File: config.mk
export PLATFORM = sky130hd
export DESIGN_NAME = alu_pipelined
export DESIGN_NICKNAME = d
export VERILOG_FILES = /design/src/rtl/alu_pkg.sv /design/src/rtl/alu_pipe_stage.sv /design/src/rtl/alu_pipelined.sv
export SDC_FILE = /design/constraint.sdc
export NUM_CORES = 1
export LEC_CHECK = 0
export BUFFER_PORTS_ARGS = -buffer_cell sky130_fd_sc_hd__buf_2
export CAP_MARGIN = 20
export CORE_MARGIN = 1.5
export CORE_UTILIZATION = 60
export DETAILED_ROUTE_END_ITERATION = 10
export GPL_ROUTABILITY_DRIVEN = 0
export GPL_TIMING_DRIVEN = 1
export MAX_ROUTING_LAYER = met4
export PLACE_DENSITY = 0.82
export SETUP_SLACK_MARGIN = 0.2
export SYNTH_ARGS = -nofsm -noshare
export SYNTH_HDL_FRONTEND = slang
export SYNTH_HIERARCHICAL = 1
export SYNTH_SLANG_ARGS = --single-unit
File: constraint.sdc
create_clock -name clk -period 1.8 [get_ports clk]
set_clock_uncertainty 0.2 [all_clocks]
set_input_delay 0 -clock clk [delete_from_list [all_inputs] [get_ports clk]]
set_output_delay 0 -clock clk [all_outputs]
set_load 0.1 [all_outputs]
File: src/rtl/alu_pkg.sv
// Shared opcodes, flag positions and the width-generic ALU function.
// alu_compute works on MAX_W-bit words and a runtime-constant width w.
package alu_pkg;

    localparam int OP_W  = 4;
    localparam int MAX_W = 64;

    localparam logic [OP_W-1:0] OP_ADD  = 4'h0;
    localparam logic [OP_W-1:0] OP_SUB  = 4'h1;
    localparam logic [OP_W-1:0] OP_AND  = 4'h2;
    localparam logic [OP_W-1:0] OP_OR   = 4'h3;
    localparam logic [OP_W-1:0] OP_XOR  = 4'h4;
    localparam logic [OP_W-1:0] OP_SHL  = 4'h5;
    localparam logic [OP_W-1:0] OP_SHR  = 4'h6;
    localparam logic [OP_W-1:0] OP_LT   = 4'h7;
    localparam logic [OP_W-1:0] OP_EQ   = 4'h8;
    localparam logic [OP_W-1:0] OP_PASS = 4'h9;
    localparam logic [OP_W-1:0] OP_SRA  = 4'hA;
    localparam logic [OP_W-1:0] OP_SLT  = 4'hB;

    // Bit positions in the alu_compute return word
    localparam int F_CARRY = MAX_W;
    localparam int F_OVF   = MAX_W + 1;
    localparam int F_ILL   = MAX_W + 2;

    // Operands must be zero-extended from w bits; result is masked to w.
    function automatic logic [MAX_W+2:0] alu_compute(
        input logic [MAX_W-1:0] a,
        input logic [MAX_W-1:0] b,
        input logic [OP_W-1:0]  op,
        input int               w
    );
        logic [MAX_W:0]   sum;
        logic [MAX_W-1:0] mask, msb, sa, sb, r;
        logic             sgn_a, sgn_b, sgn_r, big, c, o, ill;
        mask  = {MAX_W{1'b1}} >> (MAX_W - w);
        msb   = MAX_W'(1) << (w - 1);
        sgn_a = |(a & msb);
        sgn_b = |(b & msb);
        sa    = sgn_a ? (a | ~mask) : a;
        sb    = sgn_b ? (b | ~mask) : b;
        big   = (b >= MAX_W'(w));
        sum   = '0;
        r     = '0;
        c     = 1'b0;
        ill   = 1'b0;
        case (op)
            OP_ADD: begin
                sum = {1'b0, a} + {1'b0, b};
                r   = sum[MAX_W-1:0] & mask;
                c   = |(sum & ((MAX_W+1)'(1) << w));
            end
            OP_SUB: begin
                r = (a - b) & mask;
                c = (a < b);
            end
            OP_AND:  r = a & b;
            OP_OR:   r = a | b;
            OP_XOR:  r = a ^ b;
            OP_SHL:  r = big ? '0 : ((a << b) & mask);
            OP_SHR:  r = big ? '0 : (a >> b);
            OP_SRA:  r = big ? (sgn_a ? mask : '0)
                             : (($signed(sa) >>> b) & mask);
            OP_LT:   r = MAX_W'(a < b);
            OP_EQ:   r = MAX_W'(a == b);
            OP_PASS: r = a;
            OP_SLT:  r = MAX_W'($signed(sa) < $signed(sb));
            default: ill = 1'b1;
        endcase
        sgn_r = |(r & msb);
        o = 1'b0;
        if (op == OP_ADD)
            o = (sgn_a == sgn_b) && (sgn_r != sgn_a);
        else if (op == OP_SUB)
            o = (sgn_a != sgn_b) && (sgn_r != sgn_a);
        return {ill, o, c, r};
    endfunction

endpackage

File: src/rtl/alu_pipe_stage.sv
// One valid/ready register slice; accepts whenever empty or draining.
// Ports: in_valid/in_ready/in_data upstream, out_* downstream.
module alu_pipe_stage
    import alu_pkg::*;
#(
    parameter int DW = 8
) (
    input  logic          clk,
    input  logic          rst_n,
    input  logic          in_valid,
    output logic          in_ready,
    input  logic [DW-1:0] in_data,
    output logic          out_valid,
    input  logic          out_ready,
    output logic [DW-1:0] out_data
);

    logic          v_q;
    logic [DW-1:0] d_q;

    assign in_ready  = !v_q || out_ready;
    assign out_valid = v_q;
    assign out_data  = d_q;

    always_ff @(posedge clk or negedge rst_n) begin
        if (!rst_n) begin
            v_q <= 1'b0;
            d_q <= '0;
        end else if (in_ready) begin
            v_q <= in_valid;
            if (in_valid)
                d_q <= in_data;
        end
    end

endmodule

File: src/rtl/alu_pipelined.sv
// STAGES-deep pipelined ALU with valid/ready on both sides and a tag sideband.
// Ports: in_valid/in_ready/a/b/op/in_tag in; out_valid/out_ready/result/flags/out_tag out.
module alu_pipelined
    import alu_pkg::*;
#(
    parameter int WIDTH  = 8,
    parameter int STAGES = 2,
    parameter int TAG_W  = 4
) (
    input  logic             clk,
    input  logic             rst_n,
    input  logic             in_valid,
    output logic             in_ready,
    input  logic [WIDTH-1:0] a,
    input  logic [WIDTH-1:0] b,
    input  logic [OP_W-1:0]  op,
    input  logic [TAG_W-1:0] in_tag,
    output logic             out_valid,
    input  logic             out_ready,
    output logic [WIDTH-1:0] result,
    output logic             zero,
    output logic             carry,
    output logic             overflow,
    output logic             illegal,
    output logic [TAG_W-1:0] out_tag
);

    // Slice word: {tag, illegal, overflow, carry, zero, result}
    localparam int DW = TAG_W + 4 + WIDTH;

    logic [MAX_W+2:0] calc;
    logic [WIDTH-1:0] res;
    logic             unused_calc;

    assign calc = alu_compute(MAX_W'(a), MAX_W'(b), op, WIDTH);
    assign res  = calc[WIDTH-1:0];
    assign unused_calc = ^calc[MAX_W-1:WIDTH];

    logic [STAGES:0] vld;
    logic [STAGES:0] rdy;
    logic [DW-1:0]   dat [STAGES+1];

    assign vld[0] = in_valid;
    assign dat[0] = {in_tag, calc[F_ILL], calc[F_OVF],
                     calc[F_CARRY], (res == '0), res};
    assign in_ready    = rdy[0];
    assign rdy[STAGES] = out_ready;

    for (genvar i = 0; i < STAGES; i++) begin : g_stage
        alu_pipe_stage #(.DW(DW)) u_stage (
            .clk       (clk),
            .rst_n     (rst_n),
            .in_valid  (vld[i]),
            .in_ready  (rdy[i]),
            .in_data   (dat[i]),
            .out_valid (vld[i+1]),
            .out_ready (rdy[i+1]),
            .out_data  (dat[i+1])
        );
    end

    assign out_valid = vld[STAGES];
    assign {out_tag, illegal, overflow, carry, zero, result} = dat[STAGES];

endmodule

==> impl_results.md, run 1 <==
* Outcome: aborted with a tool error
* Last step reached: global routing
* Err: [ERROR GRT-0232] Routing congestion too high. Check the congestion heatmap in the GUI.
* Post-Syn Nets at 460
* Port-buffer cells at 45
* TritonCTS Buffers at 5
* Initial Utilization at 62.7%
* Syn_area_per_cell at ~9 sq um
* Yosys warnings at 6
* Hpwl dp at 9960 microns
* Unique cell type count in the Yosys netlist at between 70 and 80
* DIE HEIGHT at between 80 and 90 microns
* Ports at 46
* Category of the worst endpoint: register input
* # rows at 28
* GRT Resource Usage Total at 74.2%
* Asr flop ratio synth at 100%
* H-tree depth at 2
* Number of synthesized flops with an enable pin at 0
* Root Buffer: clkbuf_8
* Cell area after synthesis at between 3000 and 4000 sq um
* GRT worst endpoint: g_stage[0].u_stage/out_data[8]$_DFFE_PN0P_/D
* Die X at slightly above 80 microns
* Total congestion overflow at 5
* Clock Path Buffers at 2
* Largest net degree at the start of global routing at 35
* Flops & latches, synth at 34
* Most frequently used flop master after synthesis: dfrtp_1
* Seq/Total Area, Yosys at between 20% and 30%
* Syn Inst Count at between 400 and 500
* Clk sinks at 34
repair_timing:
item | 4_1_cts
buffers inserted | 7
resized for setup | 34
hold buffers | 7
pin swaps | 17
endpoints found under the hold margin | 40
endpoints found under the setup margin | 12
cell families after synthesis:
family,synth area share [%]
simple gates,19.4
compound gates,20.0
mux,20.4
buf+inv,7.43
flops,22.6
fa+ha+maj,9.06
xor+xnor,0.933
Yosys cell counts, types with 3 or more instances:
library cell | n | area [sq um]
o211ai_1 | 4 | 30.0
a21oi_1 | 20 | 100
nand4b_1 | 3 | 26.3
a31oi_1 | 3 | 18.8
or2_2 | 3 | 18.8
or4_1 | 3 | 22.5
a221o_1 | 3 | 30.0
nor4b_1 | 3 | 26.3
nor4_1 | 5 | 31.3
dfrtp_1 | 34 | 851
nand3_1 | 8 | 40.0
mux2i_1 | 16 | 160
a32oi_1 | 5 | 43.8
ha_1 | 24 | 300
clkbuf_1 | 15 | 56.3
inv_1 | 25 | 93.8
nor2b_1 | 6 | 37.5
o21ba_2 | 3 | 30.0
o2111ai_1 | 5 | 43.8
a211oi_1 | 8 | 60.1
nor2_1 | 33 | 124
buf_2 | 8 | 40.0
mux4_2 | 3 | 67.6
xnor2_1 | 3 | 26.3
nand4_1 | 4 | 25.0
a22oi_1 | 5 | 37.5
nand2b_1 | 7 | 43.8
nor3_1 | 9 | 45.0
o31ai_1 | 3 | 22.5
a221oi_1 | 4 | 35.0
or4bb_1 | 3 | 33.8
mux2_2 | 16 | 180
mux2_4 | 20 | 300
o21ai_0 | 11 | 55.1
nand2_1 | 15 | 56.3
o22ai_1 | 6 | 37.5
metrics by stage:
| stage | utilization, % | hold WS [ns] | setup slack [ns] | cell area [sq um] | std cells |
|---|---|---|---|---|---|
| 2_1_floorplan | - | -0.496 | -0.690 | 4060 | 406 |
| 3_5_place_dp | 84.4 | -0.117 | -1.02 | 5050 | 623 |
| 3_3_place_gp | 84.4 | -0.126 | -0.899 | 5050 | 623 |
| 4_1_cts | 90.0 | 0.111 | -0.572 | 5390 | 645 |
per-layer routing:
layer / GRT usage, % / GRT overflow
met5: - / -
met4: 72.5 / 2
met3: 57.9 / 0
met2: 89.4 / 3
met1: 72.3 / 0
==> run 2, diff against run 1 <==
Settings changed: CORE_UTILIZATION 60 to 40, MAX_ROUTING_LAYER met4 to unset, PLACE_DENSITY 0.82 to unset, PLACE_DENSITY_LB_ADDON set to 0.15, SETUP_SLACK_MARGIN 0.2 to unset.
==> run 2 against run 1 <==
Against the previous run: the flow now finishes, with violations (negative setup slack); synthesized area is the same; synthesized cell count is the same.
==> impl_results.md, run 2 <==
* Outcome: complete, but fails checks (was aborted with a tool error)
* Failing checks: negative setup slack
* TNS Setup at -3.81 ns
* Vias in the first global route at 4180
* Asr flop ratio synth at 100% (unchanged)
* Clk sinks at 34 (unchanged)
* CP cell instances: buf_12 > inv_12 > ha_4 > inv_4 > fa_2 > a21oi_2 > a21oi_2 > or4_4 > or4_4 > nor4_4 > mux2_4
* Total congestion overflow at 0
* Commonest cells in the netlist: 34 x dfrtp_1, 33 x nor2_1, 25 x inv_1 (unchanged)
* Most common cell after layout, fill and taps aside: buf_4
* DIE HEIGHT at 99.9 microns (was 82.1 microns)
* Worst R2R Path Depth at 4
* Worst min path class: input pin to async pin
* Most frequent cells in the layout: 138 x buf_4, 36 x buf_2, 33 x dfrtp_1, 29 x nor2_1, 27 x mux2_4
* Crit end category: flop
* Crit path max fanout at 4
* First-pass GRT wire length at 21400 microns
* Syn_area_per_cell at 9.25 sq um (unchanged)
* Syn-to-layout area delta at 59.7%
* Worst slew margin at 64.3%
* Endpoints failing setup at 11
* CTS tree: built
* Die X at 99.9 microns (was 82.1 microns)
* P_int at 0.00234 W
* 1st-pass router iterations at 7
* Most frequently used flop master after synthesis: dfrtp_1 (unchanged)
* Clock Latency Late Sink at 0.29 ns
* Pins Over Slew Limit at 0
* Slowest CP cell: or4_4
* Multi-input logic area at 3080 sq um
* Crit path DAT at 2.46 ns
* Final core utilization at 65.6%
* Clock Path Buffers at 2 (unchanged)
* Cell area after synthesis at 3760 sq um (unchanged)
* DR iter-0 viols at roughly 280
* Initial Utilization at 41.1% (was 62.7%)
* Fin crit share at 134%
* Net Sw Power at 0.00178 W
* Max reg flops at 32
* Area leader, netlist: dfrtp_1 (unchanged)
* Most frequent cell after synthesis: dfrtp_1 (unchanged)
* Total routed wirelength at 13700 microns
* Critical path launch point type: input pin
* DR vias/cell at 5.84
* # rows at 35 (was 28)
* Number of synthesized flops with an enable pin at 0 (unchanged)
* DR WL/cell at 19.5 microns
* Unique cell type count in the Yosys netlist at 78 (unchanged)
* Sequential Power Share at 24.2%
* Fmax achieved at 0.413 GHz
* Share of cells above drive strength 1 at slightly below 60%
* Yosys warnings at 6 (unchanged)
* Via count at 4113
* Share of the synthesized area in the top cell type at 22.6% (unchanged)
* Worst path max stage delay at between 0.5 and 0.6 ns
* Core ar. at ~9000 sq um
* TritonCTS Buffers at 5 (unchanged)
* RSZ-0062 raised after global routing: true
* Largest net degree at the start of global routing at 26
* Initial antenna violation count at 0
* Reg-to-reg startpoint: g_stage[1].u_stage/out_valid
* Clock-pin transition on the worst setup and hold timing paths at 0.08 ns
* MaxCap Viol Count at 0
* Reg2reg end: g_stage[0].u_stage/out_data[5]
* Path type of the worst setup path: input pin to flop
* Synth area leaders: dfrtp_1 23%, ha_1 8.0%, mux2_4 8.0% (unchanged)
* Slew at the pin closest to its max-slew limit at 0.532 ns
* Post-Syn Nets at 460 (unchanged)
* Root Buffer: clkbuf_8 (unchanged)
* Flop2flop setup slack at approximately 0.27 ns
* GRT Resource Usage Total at around 27%
* Seq/Total Area, Yosys at 22.6% (unchanged)
* Lkg Pwr at 2.78 nW
* Final worst slack at -0.619 ns
* Final nets at 646
* Syn Inst Count at 406 (unchanged)
* Min cycle time layout at 2.42 ns
* Comb power frac at 55.0%
* Fill count at 727
* Port-buffer cells at 45 (unchanged)
* WP data required at 1.84 ns
* Ports at 46 (unchanged)
* Drt drc at 0
* H-tree depth at 2 (unchanged)
* Clock network fraction of total power at 20.9%
* Tot Pwr at 0.00412 W
* Power per cell area at ~690 nW/um^2
* Setup WS pre-CTS at -0.967 ns (was -1.02 ns)
* Hold Vio Cnt, Final at 0
* IR drop worst, VDD at 0.436 mV
* FF+latch area at 855 sq um
* Flops & latches, synth at 34 (unchanged)
* DIE AREA at 9980 sq um
* Hpwl dp at 10500 microns (was 9960 microns)
* Antenna viol nets, final at 0
* Ant. Diodes at 0
* Switch share at between 40 and 50%
## run 2: per-layer routing
layer / up-vias / share of wire (%) / global-route usage (%)
met1: 2014 / 43 / 35.8
met3: 38 / 5.5 / 3.55
met4: 0 / 3.2 / 9.86
li1: 1900 / - / -
met2: 161 / 48 / 45.0
met5: - / 0 / 0
## run 2: cells by family after synthesis
| group | share of synthesized area [%] |
|---|---|
| compound gates | 20.0 |
| xor+xnor | 0.933 |
| fa+ha+maj | 9.06 |
| buf+inv | 7.43 |
| flops | 22.6 |
| mux | 20.4 |
| simple gates | 19.4 |
## run 2: worst max-delay path by stage
stage | start | endpoint | slack (ns) | cells past startpoint
4_1_cts | a[0] | g_stage[0].u_stage/out_data[8] | -0.53 | 10
3_5_place_dp | b[1] | g_stage[0].u_stage/out_data[8] | -0.97 | 12
2_1_floorplan | b[2] | g_stage[0].u_stage/out_data[8] | -0.69 | 10
6_report | a[0] | g_stage[0].u_stage/out_data[8] | -0.62 | 11
3_3_place_gp | a[0] | g_stage[0].u_stage/out_data[8] | -0.95 | 10
5_1_grt | a[0] | g_stage[0].u_stage/out_data[8] | -0.70 | 12
## run 2: area by class of cell
class,count,share of cell area (%)
multi-input combinational,315,51.3
timing repair buffer,210,27.7
sequential,34,14.2
tap,111,2.31
inverter,26,2.13
clock buffer,5,1.15
clock inverter,3,1.15
## run 2: what timing repair did
item / 4_1_cts / 5_1_grt
hold buffers: 7 / 0
endpoints found under the setup margin: 11 / 11
gates resized for setup: 56 / 54
hold endpoints to repair: 40 / 0
setup buffers: 15 / 9
pin swaps: 25 / 27
## run 2: per-stage QoR
step                std cells  instance area (sq um)  hold slack [ns]
floorplan                 406                   4060           -0.496
global placement          674                   5250           -0.193
detailed placement        674                   5250           -0.186
CTS                       699                   5770           0.0398
global route              704                   6000           0.0638
finish                    704                   6000           0.0141
## run 2: power groups by stage
| stage | logic [W] | registers (W) | clock network (W) |
|---|---|---|---|
| 2_1_floorplan | 0.000805 | 0.00165 | 0 |
| 3_3_place_gp | 0.00200 | 0.000998 | 0 |
| 3_5_place_dp | 0.00202 | 0.00101 | 0 |
| 4_1_cts | 0.00216 | 0.000997 | 0.000874 |
| 5_1_grt | 0.00237 | 0.00101 | 0.000906 |
| 6_report | 0.00226 | 0.000996 | 0.000859 |
## run 2: critical path: cells and delay by family
family / cells / cell delay (ns)
AND/OR/NAND/NOR: 3 / 1.23
adder cells (fa/ha/maj): 2 / 0.54
AO/OA/AOI/OAI: 2 / 0.31
buffers and inverters: 3 / 0.19
multiplexers: 1 / 0.17
(Power assumes the default switching activity.)
